==> config.mk <==
export PLATFORM = sky130hd
export DESIGN_NAME = dino_jump_ctrl
export DESIGN_NICKNAME = d
export VERILOG_FILES = /design/src/rtl/dino_phys_pkg.sv /design/src/rtl/jump_integrator.sv /design/src/rtl/dino_jump_ctrl.sv
export SDC_FILE = /design/constraint.sdc
export NUM_CORES = 1
export LEC_CHECK = 0
export ABC_AREA = 1
export ABC_CLOCK_PERIOD_IN_PS = 3650
export CORE_MARGIN = 5
export CORE_UTILIZATION = 51
export CTS_CLUSTER_SIZE = 14
export DETAILED_ROUTE_END_ITERATION = 8
export GPL_TIMING_DRIVEN = 0
export PLACE_DENSITY = 0.79
export SETUP_SLACK_MARGIN = 0.5
export SLEW_MARGIN = 20
export SYNTH_ARGS = -nofsm -noshare
export SYNTH_HDL_FRONTEND = slang
export SYNTH_SLANG_ARGS = --single-unit
==> constraint.sdc <==
create_clock -name clk -period 3.65 [get_ports clk]
set_input_delay 0.5475 -clock clk [delete_from_list [all_inputs] [get_ports clk]]
set_output_delay 0.5475 -clock clk [all_outputs]
set_load 0.005 [all_outputs]
==> src/rtl/dino_phys_pkg.sv <==
// Shared sprite-physics types and widths for the T-rex motion, render and collision blocks.
package dino_phys_pkg;

    localparam int unsigned Y_W      = 11;
    localparam int unsigned VEL_W    = 11;
    localparam int unsigned CALC_W   = 12;
    localparam int unsigned SCREEN_H = 480;
    localparam int unsigned VEL_LIM  = 1023;

    typedef enum logic [1:0] {
        GROUNDED = 2'd0,
        RISING   = 2'd1,
        FALLING  = 2'd2
    } phys_state_e;

endpackage

==> src/rtl/jump_integrator.sv <==
// Combinational per-frame integration step: short-hop cap, ceiling/ground clamps, velocity saturation.
module jump_integrator
    import dino_phys_pkg::*;
#(
    parameter int unsigned GROUND_Y = 300,
    parameter int unsigned INIT_VEL = 20,
    parameter int unsigned G        = 1,
    parameter int unsigned CUT_VEL  = 6
) (
    input  logic             launch,
    input  logic             rising,
    input  logic             falling,
    input  logic             jump_held,
    input  logic [Y_W-1:0]   y_cur,
    input  logic [VEL_W-1:0] vel_cur,
    output logic [Y_W-1:0]   y_nxt_c,
    output logic [VEL_W-1:0] vel_nxt_c,
    output logic             touchdown_c,
    output logic             ascend_c
);

    localparam logic signed [CALC_W-1:0] GROUND_S = CALC_W'(GROUND_Y);
    localparam logic signed [CALC_W-1:0] INIT_S   = CALC_W'(INIT_VEL);
    localparam logic signed [CALC_W-1:0] G_S      = CALC_W'(G);
    localparam logic signed [CALC_W-1:0] CUT_S    = CALC_W'(CUT_VEL);
    localparam logic signed [CALC_W-1:0] FLOOR_S  = CALC_W'(-int'(VEL_LIM));
    localparam logic signed [CALC_W-1:0] ZERO_S   = '0;

    logic signed [CALC_W-1:0] y_base;
    logic signed [CALC_W-1:0] v_base;
    logic signed [CALC_W-1:0] y_calc;
    logic signed [CALC_W-1:0] v_calc;

    // A launch is an ordinary step taken from the ground line at launch speed.
    always_comb begin
        y_base      = launch ? GROUND_S : $signed({1'b0, y_cur});
        v_base      = launch ? INIT_S   : $signed({vel_cur[VEL_W-1], vel_cur});
        touchdown_c = 1'b0;

        if (rising && !jump_held && (v_base > CUT_S)) begin
            v_base = CUT_S;
        end

        y_calc = y_base - v_base;
        v_calc = v_base - G_S;

        if (v_calc < FLOOR_S) begin
            v_calc = FLOOR_S;
        end

        if (y_calc < ZERO_S) begin
            y_calc = ZERO_S;
            v_calc = ZERO_S;
        end else if (falling && (y_calc >= GROUND_S)) begin
            y_calc      = GROUND_S;
            v_calc      = ZERO_S;
            touchdown_c = 1'b1;
        end

        y_nxt_c   = y_calc[Y_W-1:0];
        vel_nxt_c = v_calc[VEL_W-1:0];
        ascend_c  = (v_calc > ZERO_S);
    end

endmodule

==> src/rtl/dino_jump_ctrl.sv <==
// T-rex vertical-motion controller: jump request capture, airborne FSM and registered y/vel outputs.
module dino_jump_ctrl
    import dino_phys_pkg::*;
#(
    parameter int unsigned GROUND_Y = 300,
    parameter int unsigned INIT_VEL = 20,
    parameter int unsigned G        = 1,
    parameter int unsigned CUT_VEL  = 6
) (
    input  logic             clk,
    input  logic             rst,
    input  logic             frame_tick,
    input  logic             jump,
    input  logic             freeze,
    output logic [Y_W-1:0]   y,
    output logic [VEL_W-1:0] vel,
    output logic             airborne,
    output logic             landed
);

    phys_state_e      state_q;
    phys_state_e      state_d;
    logic             jump_q;
    logic             jump_pend;
    logic             pend_d;
    logic [Y_W-1:0]   y_d;
    logic [VEL_W-1:0] vel_d;
    logic             airborne_d;
    logic             landed_d;

    logic             step;
    logic             jump_edge;
    logic [Y_W-1:0]   int_y;
    logic [VEL_W-1:0] int_vel;
    logic             int_touchdown;
    logic             int_ascend;

    assign step      = frame_tick && !freeze;
    assign jump_edge = jump && !jump_q;

    jump_integrator #(
        .GROUND_Y (GROUND_Y),
        .INIT_VEL (INIT_VEL),
        .G        (G),
        .CUT_VEL  (CUT_VEL)
    ) u_integrator (
        .launch      (state_q == GROUNDED),
        .rising      (state_q == RISING),
        .falling     (state_q == FALLING),
        .jump_held   (jump),
        .y_cur       (y),
        .vel_cur     (vel),
        .y_nxt_c     (int_y),
        .vel_nxt_c   (int_vel),
        .touchdown_c (int_touchdown),
        .ascend_c    (int_ascend)
    );

    always_ff @(posedge clk) begin
        if (!rst) begin
            state_q   <= GROUNDED;
            y         <= Y_W'(GROUND_Y);
            vel       <= '0;
            airborne  <= 1'b0;
            landed    <= 1'b0;
            jump_q    <= 1'b0;
            jump_pend <= 1'b0;
        end else begin
            state_q   <= state_d;
            y         <= y_d;
            vel       <= vel_d;
            airborne  <= airborne_d;
            landed    <= landed_d;
            jump_q    <= jump;
            jump_pend <= pend_d;
        end
    end

    // Freeze blocks every update, so a pending request survives a paused tick.
    always_comb begin
        state_d  = state_q;
        y_d      = y;
        vel_d    = vel;
        pend_d   = jump_pend;
        landed_d = 1'b0;

        case (state_q)
            GROUNDED: begin
                if (!freeze && jump_edge) begin
                    pend_d = 1'b1;
                end
                if (step && (jump_pend || jump_edge)) begin
                    pend_d  = 1'b0;
                    y_d     = int_y;
                    vel_d   = int_vel;
                    state_d = int_ascend ? RISING : FALLING;
                end
            end
            RISING, FALLING: begin
                if (step) begin
                    y_d   = int_y;
                    vel_d = int_vel;
                    if (int_touchdown) begin
                        state_d  = GROUNDED;
                        landed_d = 1'b1;
                    end else begin
                        state_d = int_ascend ? RISING : FALLING;
                    end
                end
            end
            default: begin
                state_d = GROUNDED;
                y_d     = Y_W'(GROUND_Y);
                vel_d   = '0;
                pend_d  = 1'b0;
            end
        endcase

        airborne_d = (state_d != GROUNDED);
    end

endmodule
==> metrics <==
Arrival @ worst endpoint=4380 ps; Post-Synthesis Mean Instance Area=6.34 µm²; fraction of synthesized area in multiplexers=0%; Synth Instances=386; flip-flop and latch count after synthesis=28; final wirelength=9.50 mm; Leak Pwr=0.00163 µW; global routing usage summed across all routing layers=26.6%; vias in the first global route=2847; Distinct cells, synth=34; share of the clock period used by the worst path after layout=115%; Avg WL per Cell=18.3 µm; final worst path period need=4190 ps; violated checks=setup timing; register clock-pin slew on the reported worst setup and hold paths=120 ps; Data required, critical path=3840 ps; final setup TNS=-3830 ps; Syn-to-layout area delta=54.1%; Antenna diodes=0; drt first-iter violations=229; CP startpoint kind=flop; slew margin rel.=44.2%; FFs w/ async S/R, synth=0%; Inserted Clock Buffers=3; final-report setup violation count=22; number of warnings issued by yosys=0; die height=79.3 µm; fraction of final layout cells sized beyond drive strength 1=39.3%; simple-gate share of the synthesized area=41.2%; remaining global-route overflow=0; CTS tree=built; Port-buffer cells=28; # placed instances=468; library cell contributing the largest single delay on the critical path=dfxtp_2; xor and xnor fraction of the mapped netlist area=3.58%; total DRC errors in the routed layout=0; final std cells w/o fill=520; number of slew-limit violations in the final report=0; cell repeated most along the worst path=nand2_1; maximum achievable frequency=0.239 GHz; number of H-tree levels=1; Power, Total=1380 µW; Critical Path Fanout Max=6; maximum clock insertion buffer count=2; combined area of all synthesized cells=2450 µm²; number of max-capacitance violations reported=0; HPWL after DPL=5.37 mm; initial cell density of the core=52.1%; largest net degree at the start of global routing=17; wire length of the first global-routing pass=13.2 mm; result of the run=finished with violations; routed vias=3078; top-level port count=29; number of clock sinks seen by CTS=28; EDFF count, synth=0; Final Hold Fails=0; sequential element share of the synthesized area=22.9%; hold-fix buffers at CTS=0; fill count=304; drt first pass iters=5; Net Count, Synth=410; Post-synth top flop=dfxtp_1; dominant combinational cell family by area after synthesis=simple AND/OR/NAND/NOR gates; ANT nets after route=0; category of the most critical setup path=reg -> reg; critical path capture point type=flop; Skew-Pair Late Insertion Delay=300 ps; slew of the pin with the lowest slew margin=834 ps; number of antenna violations at the first check in global routing=0; RSZ-0062 raised after global routing=yes; placeable core area=4690 µm²; PD cells=366 nW/µm²; CP max stage delay=340 ps; GP Congestion=0.879; area fraction in compound gates after synthesis=11.7%; layout net count=491; clk root buf=clkbuf_8; horizontal die dimension=79.3 µm; maximum VDD drop=0.256 mV; Row Count=25; type of the tightest min-delay check=reg -> reg; worst setup slack after layout=-539 ps; area of the die=6280 µm²; setup clock skew after layout=9.45 ps; fraction of the mapped netlist area in adder cells=10.0%; Vias per Instance=5.92
critical path: cells and delay by family, from the launching register on:
family / cells / cell delay (ps)
simple gates: 17 / 1730
fa+ha+maj: 3 / 680
buf+inv: 7 / 540
compound gates: 2 / 430
flops: 1 / 340
xor+xnor: 1 / 340
Yosys cell counts (2+ instances only):
cell type | number | area (µm²)
nand2_1 | 93 | 349
inv_1 | 56 | 210
nor2_1 | 37 | 139
a21oi_1 | 36 | 180
nand3_1 | 31 | 155
dfxtp_1 | 28 | 561
ha_1 | 18 | 225
o21ai_0 | 9 | 45.0
xor2_1 | 8 | 70.1
nand2_2 | 7 | 43.8
nand3_2 | 7 | 70.1
nor3_1 | 6 | 30.0
clkbuf_1 | 5 | 18.8
nand4_1 | 5 | 31.3
nor2_2 | 5 | 31.3
inv_2 | 4 | 15.0
nand2_4 | 4 | 45.0
or2_2 | 4 | 25.0
o21ai_1 | 3 | 15.0
o21bai_1 | 3 | 22.5
and2_1 | 2 | 12.5
nor3_2 | 2 | 20.0
xnor2_1 | 2 | 17.5
power by group:
part	total [µW]	switching [µW]	internal [µW]
combinational	753	435	318
sequential	362	26.6	335
clock	266	119	147
total	1380	580	800
final timing paths:
kind	end	slack, ps	cells past startpoint	start
max reg2reg	airborne	-540	30	state_q[1]
min	y[6]	490	2	y[6]
max	airborne	-540	30	state_q[1]
min reg2reg	y[6]	490	2	y[6]
metal layers:
| metal | vias to the layer above | track usage (%) | part of all wire [%] | wire length (µm) |
|---|---|---|---|---|
| met5 | - | 0 | 0 | 0 |
| met1 | 1455 | 30.7 | 39 | 3700 |
| met2 | 169 | 48.4 | 49 | 4690 |
| met3 | 58 | 2.72 | 4.7 | 451 |
| li1 | 1396 | - | - | - |
| met4 | 0 | 13.1 | 7.0 | 663 |
flip-flops by register name (all words and copies together), names as in the netlist:
name	cells
vel	11
state_q	2
jump_pend	1
landed	1
jump_q	1
y	11
airborne	1
metrics by stage:
stage                     utilization, %  setup WS [ps]  instance area (µm²)  hold WS [ps]
after CTS                           72.6           -256                 3410           489
after floorplan                        -          -40.6                 2510           475
after global routing                80.3           -691                 3770           512
after global placement              61.0           -872                 2860           467
after detailed placement            61.0           -855                 2860           473
final                               80.3           -539                 3770           488
repair_timing:
item,in CTS,in global routing
gates resized for setup,55,62
gates cloned,1,0
setup buffers,32,15
pin swaps,29,43
endpoints found under the setup margin,26,26
area by class of cell:
class	instances	area, µm²	share of cell area, %
clock inverters	1	30.0	0.797
repair buffers	75	664	17.6
clock buffers	3	41.3	1.10
plain buffers	7	50.0	1.33
inverters	60	246	6.54
well taps	54	67.6	1.79
flip-flops and latches	28	563	14.9
multi-input cells	292	2110	55.9
cells in the final DEF, fill, tap and decap left out, types with 3 or more instances in the layout:
cell / synthesis / layout
nor2_2: 5 / 8
inv_4: 0 / 4
nor2_1: 37 / 22
nand2_8: 0 / 3
nand3_1: 31 / 23
nand2_4: 4 / 10
nand2_2: 7 / 20
or2_2: 4 / 4
a21oi_2: 0 / 15
nand3_2: 7 / 14
clkbuf_8: 0 / 3
dfxtp_1: 28 / 26
nand2_1: 93 / 72
o21ai_0: 9 / 5
a21oi_1: 36 / 21
nor3_2: 2 / 3
nand4_1: 5 / 5
o21ai_2: 0 / 3
buf_8: 0 / 3
clkdlybuf4s50_1: 0 / 28
inv_2: 4 / 11
inv_1: 56 / 43
o21ai_1: 3 / 4
buf_4: 0 / 42
nor2_4: 1 / 13
ha_4: 0 / 4
buf_6: 1 / 3
xor2_1: 8 / 4
nor3_1: 6 / 3
ha_1: 18 / 13
o21bai_1: 3 / 3
clkbuf_1: 5 / 4
xor2_2: 0 / 3
logic make-up after synthesis:
group / Yosys count
buffers and inverters: 67
XOR/XNOR: 10
flip-flops: 28
adder cells (fa/ha/maj): 19
AND/OR/NAND/NOR: 208
AO/OA/AOI/OAI: 54
No activity file was read; power rests on OpenSTA's default activity.
